### src/rtl/ball_render_pkg.sv
// ball_render_pkg: shared types and constants for the ball renderer.
//   state_e     : renderer FSM states (IDLE / ERASE / DRAW / DONE)
//   COLOUR_W    : VGA colour width (3)
//   COORD_W     : screen coordinate width (10)
//   SUM_W       : width of coordinate + offset sums (11), one bit of headroom
//   SCAN_W      : width of the sprite scan offsets (4, sprites up to 16x16)
//   defaults    : screen size and colour defaults for ball_renderer
//   is_corner() : true when a scan offset pair sits on a corner of the square
package ball_render_pkg;

  localparam int COLOUR_W = 3;
  localparam int COORD_W  = 10;
  localparam int SUM_W    = 11;
  localparam int SCAN_W   = 4;

  localparam int SCREEN_W_DEFAULT = 640;
  localparam int SCREEN_H_DEFAULT = 480;

  localparam logic [COLOUR_W-1:0] BG_COLOUR_DEFAULT   = 3'b000;
  localparam logic [COLOUR_W-1:0] BALL_COLOUR_DEFAULT = 3'b111;

  typedef enum logic [1:0] {
    ST_IDLE  = 2'd0,
    ST_ERASE = 2'd1,
    ST_DRAW  = 2'd2,
    ST_DONE  = 2'd3
  } state_e;

  function automatic logic is_corner(input logic [SCAN_W-1:0] dx,
                                     input logic [SCAN_W-1:0] dy,
                                     input logic [SCAN_W-1:0] last_idx);
    return ((dx == '0) || (dx == last_idx)) && ((dy == '0) || (dy == last_idx));
  endfunction

endpackage

### src/rtl/sprite_scanner.sv
// sprite_scanner: row-major offset generator for a BALL_SIZE x BALL_SIZE sprite.
// One instance is shared by the erase and draw phases of ball_renderer.
// Ports:
//   clk, reset : clock and synchronous active-high reset
//   start      : load dx = dy = 0 (takes priority over advance)
//   advance    : step to the next offset, dx fastest, wrapping after the last
//   dx, dy     : current offset within the sprite
//   last       : current offset is the final one (dx = dy = BALL_SIZE-1)
module sprite_scanner
  import ball_render_pkg::*;
#(
  parameter int BALL_SIZE = 4
) (
  input  logic              clk,
  input  logic              reset,
  input  logic              start,
  input  logic              advance,
  output logic [SCAN_W-1:0] dx,
  output logic [SCAN_W-1:0] dy,
  output logic              last
);

  localparam logic [SCAN_W-1:0] LAST_IDX = SCAN_W'(BALL_SIZE - 1);

  logic [SCAN_W-1:0] dx_q, dx_d;
  logic [SCAN_W-1:0] dy_q, dy_d;

  always_comb begin
    dx_d = dx_q;
    dy_d = dy_q;
    if (start) begin
      dx_d = '0;
      dy_d = '0;
    end else if (advance) begin
      if (dx_q == LAST_IDX) begin
        dx_d = '0;
        dy_d = (dy_q == LAST_IDX) ? '0 : dy_q + 4'd1;
      end else begin
        dx_d = dx_q + 4'd1;
      end
    end
  end

  always_ff @(posedge clk) begin
    if (reset) begin
      dx_q <= '0;
      dy_q <= '0;
    end else begin
      dx_q <= dx_d;
      dy_q <= dy_d;
    end
  end

  assign dx   = dx_q;
  assign dy   = dy_q;
  assign last = (dx_q == LAST_IDX) && (dy_q == LAST_IDX);

endmodule

### src/rtl/ball_renderer.sv
// ball_renderer: turns accepted ball positions into a VGA pixel-write stream.
// For each accepted position the sprite at the previously drawn position is
// erased with BG_COLOUR, then redrawn at the new position with BALL_COLOUR,
// one pixel per clock. Pixels off the right/bottom edge are clipped (not
// plotted) but still take their cycle.
// Optional feature macro: BALL_RENDER_ROUND_EN -- when defined, the four
// corner pixels of the square are never plotted (sprites of 3x3 or larger).
// Ports:
//   clk, reset           : clock and synchronous active-high reset
//   pos_valid/pos_ready  : position handshake (see below)
//   ball_x, ball_y       : top-left corner of the new sprite position
//   vga_x, vga_y         : pixel coordinate (registered)
//   vga_colour           : pixel colour (registered)
//   vga_plot             : write enable for the pixel on vga_x/vga_y/vga_colour
//   done                 : one-cycle pulse after a full erase+draw
// Handshake: a position transfers on a rising edge where pos_valid and
// pos_ready are both high; the source holds ball_x/ball_y stable until then.
// pos_ready drops the cycle after a transfer and stays low until the renderer
// has returned to IDLE, so pos_valid while busy has no effect.
module ball_renderer
  import ball_render_pkg::*;
#(
  parameter int                   BALL_SIZE   = 4,
  parameter int                   SCREEN_W    = SCREEN_W_DEFAULT,
  parameter int                   SCREEN_H    = SCREEN_H_DEFAULT,
  parameter logic [COLOUR_W-1:0]  BG_COLOUR   = BG_COLOUR_DEFAULT,
  parameter logic [COLOUR_W-1:0]  BALL_COLOUR = BALL_COLOUR_DEFAULT
) (
  input  logic                clk,
  input  logic                reset,
  input  logic                pos_valid,
  output logic                pos_ready,
  input  logic [COORD_W-1:0]  ball_x,
  input  logic [COORD_W-1:0]  ball_y,
  output logic [COORD_W-1:0]  vga_x,
  output logic [COORD_W-1:0]  vga_y,
  output logic [COLOUR_W-1:0] vga_colour,
  output logic                vga_plot,
  output logic                done
);

  localparam logic [SUM_W-1:0] X_LIMIT = SUM_W'(SCREEN_W);
  localparam logic [SUM_W-1:0] Y_LIMIT = SUM_W'(SCREEN_H);

  state_e               state_q, state_d;
  logic [COORD_W-1:0]   new_x_q, new_x_d;
  logic [COORD_W-1:0]   new_y_q, new_y_d;
  logic [COORD_W-1:0]   old_x_q, old_x_d;
  logic [COORD_W-1:0]   old_y_q, old_y_d;
  logic                 drawn_q, drawn_d;
  logic                 pos_ready_q, pos_ready_d;
  logic [COORD_W-1:0]   vga_x_q, vga_x_d;
  logic [COORD_W-1:0]   vga_y_q, vga_y_d;
  logic [COLOUR_W-1:0]  vga_colour_q, vga_colour_d;
  logic                 vga_plot_q, vga_plot_d;
  logic                 done_q, done_d;

  logic                 accept;
  logic                 scan_start;
  logic                 scan_adv;
  logic [SCAN_W-1:0]    scan_dx;
  logic [SCAN_W-1:0]    scan_dy;
  logic                 scan_last;

  logic                 in_scan;
  logic [COORD_W-1:0]   base_x;
  logic [COORD_W-1:0]   base_y;
  logic [SUM_W-1:0]     sum_x;
  logic [SUM_W-1:0]     sum_y;
  logic                 corner;

  sprite_scanner #(
    .BALL_SIZE (BALL_SIZE)
  ) u_scanner (
    .clk     (clk),
    .reset   (reset),
    .start   (scan_start),
    .advance (scan_adv),
    .dx      (scan_dx),
    .dy      (scan_dy),
    .last    (scan_last)
  );

  // FSM and position bookkeeping
  always_comb begin
    state_d    = state_q;
    new_x_d    = new_x_q;
    new_y_d    = new_y_q;
    old_x_d    = old_x_q;
    old_y_d    = old_y_q;
    drawn_d    = drawn_q;
    scan_start = 1'b0;
    scan_adv   = 1'b0;
    accept     = (state_q == ST_IDLE) && pos_valid && pos_ready_q;

    case (state_q)
      ST_IDLE: begin
        if (accept) begin
          new_x_d    = ball_x;
          new_y_d    = ball_y;
          scan_start = 1'b1;
          // Nothing on screen yet after reset, so there is nothing to erase.
          state_d    = drawn_q ? ST_ERASE : ST_DRAW;
        end
      end
      ST_ERASE: begin
        scan_adv = 1'b1;
        if (scan_last) begin
          scan_start = 1'b1;
          state_d    = ST_DRAW;
        end
      end
      ST_DRAW: begin
        scan_adv = 1'b1;
        if (scan_last) begin
          old_x_d = new_x_q;
          old_y_d = new_y_q;
          drawn_d = 1'b1;
          state_d = ST_DONE;
        end
      end
      ST_DONE: begin
        state_d = ST_IDLE;
      end
      default: begin
        state_d = ST_IDLE;
      end
    endcase
  end

  // Pixel generation. Outputs are registered one cycle behind the FSM state,
  // so the externally visible handshake flags are derived from state_q too.
  always_comb begin
    in_scan = (state_q == ST_ERASE) || (state_q == ST_DRAW);
    base_x  = (state_q == ST_ERASE) ? old_x_q : new_x_q;
    base_y  = (state_q == ST_ERASE) ? old_y_q : new_y_q;
    // 11-bit sums so positions near 1023 do not wrap back onto the screen.
    sum_x   = {1'b0, base_x} + {7'b0, scan_dx};
    sum_y   = {1'b0, base_y} + {7'b0, scan_dy};

`ifdef BALL_RENDER_ROUND_EN
    corner  = (BALL_SIZE >= 3) &&
              is_corner(scan_dx, scan_dy, SCAN_W'(BALL_SIZE - 1));
`else
    corner  = 1'b0;
`endif

    vga_plot_d   = in_scan && (sum_x < X_LIMIT) && (sum_y < Y_LIMIT) && !corner;
    vga_x_d      = in_scan ? sum_x[COORD_W-1:0] : vga_x_q;
    vga_y_d      = in_scan ? sum_y[COORD_W-1:0] : vga_y_q;
    vga_colour_d = vga_colour_q;
    if (state_q == ST_ERASE) begin
      vga_colour_d = BG_COLOUR;
    end else if (state_q == ST_DRAW) begin
      vga_colour_d = BALL_COLOUR;
    end

    // Drop ready immediately on the accepting edge so the source never sees
    // ready while the position is being rendered.
    pos_ready_d = (state_q == ST_IDLE) && !accept;
    done_d      = (state_q == ST_DONE);
  end

  always_ff @(posedge clk) begin
    if (reset) begin
      state_q      <= ST_IDLE;
      new_x_q      <= '0;
      new_y_q      <= '0;
      old_x_q      <= '0;
      old_y_q      <= '0;
      drawn_q      <= 1'b0;
      pos_ready_q  <= 1'b1;
      vga_x_q      <= '0;
      vga_y_q      <= '0;
      vga_colour_q <= '0;
      vga_plot_q   <= 1'b0;
      done_q       <= 1'b0;
    end else begin
      state_q      <= state_d;
      new_x_q      <= new_x_d;
      new_y_q      <= new_y_d;
      old_x_q      <= old_x_d;
      old_y_q      <= old_y_d;
      drawn_q      <= drawn_d;
      pos_ready_q  <= pos_ready_d;
      vga_x_q      <= vga_x_d;
      vga_y_q      <= vga_y_d;
      vga_colour_q <= vga_colour_d;
      vga_plot_q   <= vga_plot_d;
      done_q       <= done_d;
    end
  end

  assign pos_ready  = pos_ready_q;
  assign vga_x      = vga_x_q;
  assign vga_y      = vga_y_q;
  assign vga_colour = vga_colour_q;
  assign vga_plot   = vga_plot_q;
  assign done       = done_q;

endmodule
### config.mk
export PLATFORM = sky130hd
export DESIGN_NAME = ball_renderer
export DESIGN_NICKNAME = d
export VERILOG_FILES = /design/src/rtl/ball_render_pkg.sv /design/src/rtl/sprite_scanner.sv /design/src/rtl/ball_renderer.sv
export SDC_FILE = /design/constraint.sdc
export NUM_CORES = 1
export LEC_CHECK = 0
export CAP_MARGIN = 20
export CELL_PAD_IN_SITES_DETAIL_PLACEMENT = 2
export CELL_PAD_IN_SITES_GLOBAL_PLACEMENT = 2
export CORE_AREA = 2 2 110 112
export CTS_CLUSTER_DIAMETER = 50
export DETAILED_ROUTE_END_ITERATION = 16
export DIE_AREA = 0 0 112 114
export PLACE_DENSITY = 0.88
export REMOVE_ABC_BUFFERS = 1
export SETUP_SLACK_MARGIN = 0.5
export SKIP_LAST_GASP = 1
export SYNTH_ARGS = -nofsm -noshare
export SYNTH_HDL_FRONTEND = slang
export SYNTH_SLANG_ARGS = --single-unit
### constraint.sdc
create_clock -name clk -period 3.9 [get_ports clk]
set_input_delay 1.17 -clock clk [delete_from_list [all_inputs] [get_ports clk]]
set_output_delay 1.17 -clock clk [all_outputs]
set_load 0.02 [all_outputs]
### After elaboration in Yosys (flattened, before gate mapping)

Index checks and enable logic that the tools add are counted.

* register bits: 75
* bits in latches: 0
* bits in writable memories: 0
* ROM bits: 0
* bits of input ports: 23
* output and inout bits: 26
* word-level logic and storage cells: 57
* memories kept: 0

* add/sub/neg operators: 4
* multiply operators: 0
* div/mod/pow operators: 0
* magnitude comparators: 2
* eq/ne operators: 8
* shift operators: 0
* muxes and demuxes: 13
* bitwise gates (word level): 0
* reductions and logical operators: 16

Operator list (number)
* 10-bit by 4-bit adder with 11-bit output: 2
* 10-bit 2-to-1 mux: 2
* 11-bit by 10-bit < comparator with 1-bit output (second input constant): 1
* 11-bit by 9-bit < comparator with 1-bit output (second input constant): 1
* 4-bit by 1-bit adder with 4-bit output (second input constant): 2
* 4-bit by 2-bit equality test with 1-bit output (second input constant): 2
* 2-bit 2-to-1 mux: 4
* 4-bit 2-to-1 mux: 2
* 2-bit case mux with 4 select lines: 1
* 1-bit logical AND: 6
* 2-bit != test (second input constant): 3
* 2-bit AND reduction: 3
* 2-bit OR reduction: 3
* 2-bit equality test (second input constant): 2
* 1-bit 2-to-1 mux: 3
* 3-bit AND reduction: 1
* 2-bit by 1-bit equality test with 1-bit output (second input constant): 1
* 2-bit logical NOT: 1
* 1-bit case mux with 2 select lines: 1
* 1-bit logical NOT: 1
* 1-bit logical OR: 1

### Depth between registers and ports, before layout

* depth in word-level cells: 6
* gate-level depth with buffers: 14
* mapped depth without buffers: 11

### Hierarchy

From an unflattened synthesis, not the netlist that was laid out.

* cell total of the unflattened synthesis: 435
* area, all modules: 3698.5 µm²

By module, submodules not included
* ball_renderer: times used 1, cells each 393, area each 3298.2 µm², sequential area each 1341.3 µm²
* sprite_scanner: times used 1, cells each 42, area each 400.4 µm², sequential area each 160.2 µm²

### Worst setup path before layout

Ideal clock, no wire load.

* path kind: register to register
* start point: register state_q[1]
* end point: register vga_plot_q (netlist: vga_plot)
* library setup time: 91 ps
* data arrival time: 2966 ps
* required time: 3809 ps
* slack: 843 ps
* cell stages (with the launch flop): 14
* buffers on the path: 3
* clock period less this slack: 3057 ps
* cells stage by stage: dfxtp_1 inv_1 ha_1 buf_6 buf_2 buf_2 mux2_2 ha_1 fa_1 nand3_1 nand2_1 a31o_2 and4_1 a311oi_1

* word-level cells in the longest chain between the ends: 6
* elaborated cells between the ends (all ways): 11
* classes of those cells: add/sub: 2; order compare: 2; eq/ne: 2; mux: 2; reduce/logical: 3

RTL lines
* start: declaration: line ball_renderer.sv:45 `state_e state_q, state_d;`
* start signal: assignment: line ball_renderer.sv:179 `state_q <= state_d;`
* 2-bit by 1-bit equality test with 1-bit output: line ball_renderer.sv:134, ball_renderer.sv:135, ball_renderer.sv:136
* 10-bit 2-to-1 mux: line ball_renderer.sv:135 `base_x = (state_q == ST_ERASE) ? old_x_q : new_x_q;`
* 10-bit by 4-bit adder with 11-bit output: line ball_renderer.sv:138 `sum_x = {1'b0, base_x} + {7'b0, scan_dx};`
* 11-bit by 10-bit < comparator with 1-bit output: line ball_renderer.sv:148 `vga_plot_d = in_scan && (sum_x < X_LIMIT) && (sum_y < Y_LIMIT) && !corner;`
* 1-bit logical AND: line ball_renderer.sv:148
* 1-bit logical AND *: line ball_renderer.sv:148
* end signal: assignment: line ball_renderer.sv:189 `vga_plot_q <= vga_plot_d;`
* end: declaration: line ball_renderer.sv:55 `logic vga_plot_q, vga_plot_d;`

Mark *: on every way between the ends. The rest lies on a longest branch, timed or not.
A chain may end at the register's enable or synchronous reset.

### Worst setup path in the final report

* start point: register state_q[1]
* end point: register vga_x_q[8] (netlist: vga_x[8])

* word-level cells in the longest chain between the ends: 3
* elaborated cells between the ends (all ways): 5
* classes of those cells: add/sub: 1; eq/ne: 2; mux: 1; reduce/logical: 1

RTL lines
* 2-bit by 1-bit equality test with 1-bit output: line ball_renderer.sv:134, ball_renderer.sv:135
* 10-bit 2-to-1 mux: line ball_renderer.sv:135
* 10-bit by 4-bit adder with 11-bit output: line ball_renderer.sv:138
* end signal: assignment: line ball_renderer.sv:186 `vga_x_q <= vga_x_d;`
* end: declaration: line ball_renderer.sv:52 `logic [COORD_W-1:0] vga_x_q, vga_x_d;`

Parallel ways exist; a longest one is shown, timed or not.

==> flow_summary.yaml <==
floorplan:
  die_w_um: 112
  core_region_area_um2: 11710
  num_rows: 40
  die_area_um2: 12770
  io_pins: 49
  die_height_um: 114
  start_util_pct: 31.71
pwr:
  p_switching_mw: 0.9658
  p_total_mw: 2.703
  pwr-share-seq_pct: 35.7
  p_clk_share_pct: 31.3
  peakVddDrop_mv: 0.2544
  netSwitchingFraction_pct: 35.73
  p_leak_nw: 1.663
  power_frac_comb_pct: 33.1
  p_int_mw: 1.737
  power_density_nw_per_um2: 589.9
place:
  hpwl_um: 7812
  place_inst: 614
  gp_congestion: 0.8410
  io_buffers: 48
synth:
  syn_avg_cell_area_um2: 8.478
  synthFlopType: "dfxtp_1"
  yosysUniqueCellTypes: 50
  synth_edf_count: 0
  syn_inst: 438
  synthXorXnorAreaFrac_pct: 2.594
  ys_ff_latch: 75
  yosys.area_share.simple_pct: 21.19
  synth_top_area_share_pct: 40.43
  synth.area.mux_share_pct: 8.524
  synth_area_leaders: "dfxtp_1 40%, nand2_1 10%, a21oi_1 7.1%"
  yosysMostFrequentCell: "nand2_1"
  ys_warn_count: 0
  synth_compound_area_share_pct: 16.24
  ys_seq_area_share_pct: 40.43
  synthTopCellsByCount: "102 x nand2_1, 75 x dfxtp_1, 53 x a21oi_1, 30 x nor2_1, 17 x mux2i_1"
  synth_top_family_by_area: "simple AND/OR/NAND/NOR gates"
  netlist_area_um2: 3714
  synth_top_area_cell: "dfxtp_1"
  yosys.area_share.adder_pct: 6.132
  synthArstFlopShare_pct: 0
drt:
  viasPerCell: 5.252
  drcViolationCount: 0
  antenna_left: 0
  wl_um: 12060
  routedWlPerCell_um: 19.13
  first_pass_iters: 4
  via_count: 3309
  drt_iter0_drc: 106
worst_hold_path:
  hold_class: "reg2reg"
  hold_start: "old_x_q[2]"
  whs_path_depth: 2
  hold_path_end: "old_x_q[2]"
setup_path:
  path_max_fanout: 18
  critPathBufInv: 2
  regToRegEndpoint: "vga_x[8]"
  rr_worst_depth: 11
  cp_slowest_stage_delay_ps: 510
  arrival_ps: 3320
  cp-start-kind: "register"
  crit_path_end_kind: "register"
  critical_path.top_delay_family: "adder cells"
  r2r_setup_slack_ps: 860
  path_cells: "inv_1 > ha_4 > mux2_2 > ha_1 > inv_1 > fa_1 > nand2b_1 > a221oi_1 > and3_1 > o21ai_0 > a21oi_1"
  crit_type: "reg2reg"
  critical_path_required_ps: 4180
  r2r_start: "state_q[1]"
  cp_slowest_cell: "a221oi_1"
  crit_path_frequent_cell: "inv_1"
  startpoint: "state_q[1]"
timing:
  setup-violations-final: 0
  rsz0062_at_grt: "false"
  skew_ps: 7.335
  finalSetupTns_ps: 0
  period_minus_slack_ps: 3040
  worstMarginPinSlew_ps: 858.7
  hold_violations: 0
  timing.hold.ws_ps: 458.8
  clock.fmax_ghz: 0.3289
  finalCritPeriodShare_pct: 77.96
  maxSlewHeadroom_pct: 42.62
  final_max_slew_viol_count: 0
cts:
  cts.clk_slew.worst_paths_ps: 60
  clkSinkCount: 75
  insertion_delay_ps: 350
  cts_tree: "done"
  clock_path_buffers: 2
  cts_setup_buffers: 0
  clockRootBuffer: "clkbuf_16"
  cts_inserted_buffers: 9
  htreeDepth: 3
  cts_hold_buf: 0
global_routing:
  grt_overflow: 0
  antenna_found_initial: 0
  grt_pass1_wl_um: 19660
  grt_start_max_net_pins: 32
  grt_usage_pct: 19.64
  first_global_vias: 3608
final_layout:
  fin_cells: 630
  insertedDiodeCount: 0
  multi_input_area_um2: 2043
  drive_gt1_share_pct: 9.938
  regArea_um2: 1501
  areaGrowthSynthToFinish_pct: 23.38
  nFillCells: 1313
  nNetsFinal: 518
run_status:
  outcome: "finished, final reports clean"
run:
  cap_violations: 0
## worst max path at each step
stage / endpoint / slack, ps / cells past startpoint
final: vga_x[8] / 860 / 11
after global routing: vga_plot / 670 / 9
after CTS: vga_x[8] / 700 / 11
after detailed placement: vga_plot / 600 / 11
after global placement: vga_plot / 790 / 11
after floorplan: vga_plot / 770 / 11
## cell type report
class,count,share of cell area (%)
Clock buffer,11,5.298
Timing Repair Buffer,54,11.36
Clock inverter,5,1.147
Sequential cell,75,32.77
Multi-Input combinational cell,328,44.59
Tap cell,147,4.014
Inverter,10,0.8192
## layout by cell type, fill, tap and decap left out, types with 3 or more instances in the layout
master	count
nor2_1	30
nand3_1	15
a21oi_2	5
o21a_1	3
nand4_1	5
a21oi_1	53
dfxtp_1	75
nand2b_1	3
o21ai_0	5
inv_1	10
buf_4	6
a211oi_1	9
xor2_1	4
xnor2_1	7
mux2_2	13
mux2i_1	17
nor2b_1	3
clkdlybuf4s50_1	47
nand2_1	102
clkinv_2	3
clkbuf_16	9
a21o_1	5
nand4b_1	4
ha_1	14
## registers in the layout, summed over array words and instances (netlist names), 2 cells and up
name and cells:
new_x_q 10, new_y_q 10, old_x_q 10, old_y_q 10, vga_x 10, vga_y 10
u_scanner.dx 4, u_scanner.dy 4, state_q 2
## timing repair
action                     4_1_cts  5_1_grt
setup endpoints to repair        2        2
resized for setup                1        1
gates cloned                     0        0
## tightest hold or removal path, cell delays in order (launching register included)
cell	delay (ps)
dfxtp_1	310
nand2_1	50
a21oi_1	50
## layer usage
layer	GRT usage, %	wire [um]
met1	23.10	5259
met2	36.77	6332
met3	3.188	309
met4	5.854	153
met5	0	0
## stage by stage
| stage | area, um2 | setup WS [ps] | util [%] |
|---|---|---|---|
| CTS | 4572 | 698.6 | 39.04 |
| global placement | 4274 | 788.7 | 36.50 |
| finish | 4582 | 859.6 | 39.12 |
| detailed placement | 4274 | 600.5 | 36.50 |
| global route | 4582 | 669.6 | 39.12 |
| floorplan | 3570 | 767.8 | - |
## power by group through the flow
stage,registers (mW),logic [mW],clock network [mW]
after detailed placement,0.979,0.875,0
after CTS,0.964,0.904,0.857
after global placement,0.967,0.827,0
after floorplan,1.02,0.467,0
after global routing,0.979,0.972,0.886
final,0.964,0.894,0.845
## logic make-up after synthesis
logic type      Yosys count
fa+ha+maj                17
mux                      30
xor+xnor                 11
compound gates           95
buf+inv                  35
simple gates            175
flops                    75
Note: power is estimated with default switching activity, not from simulation.
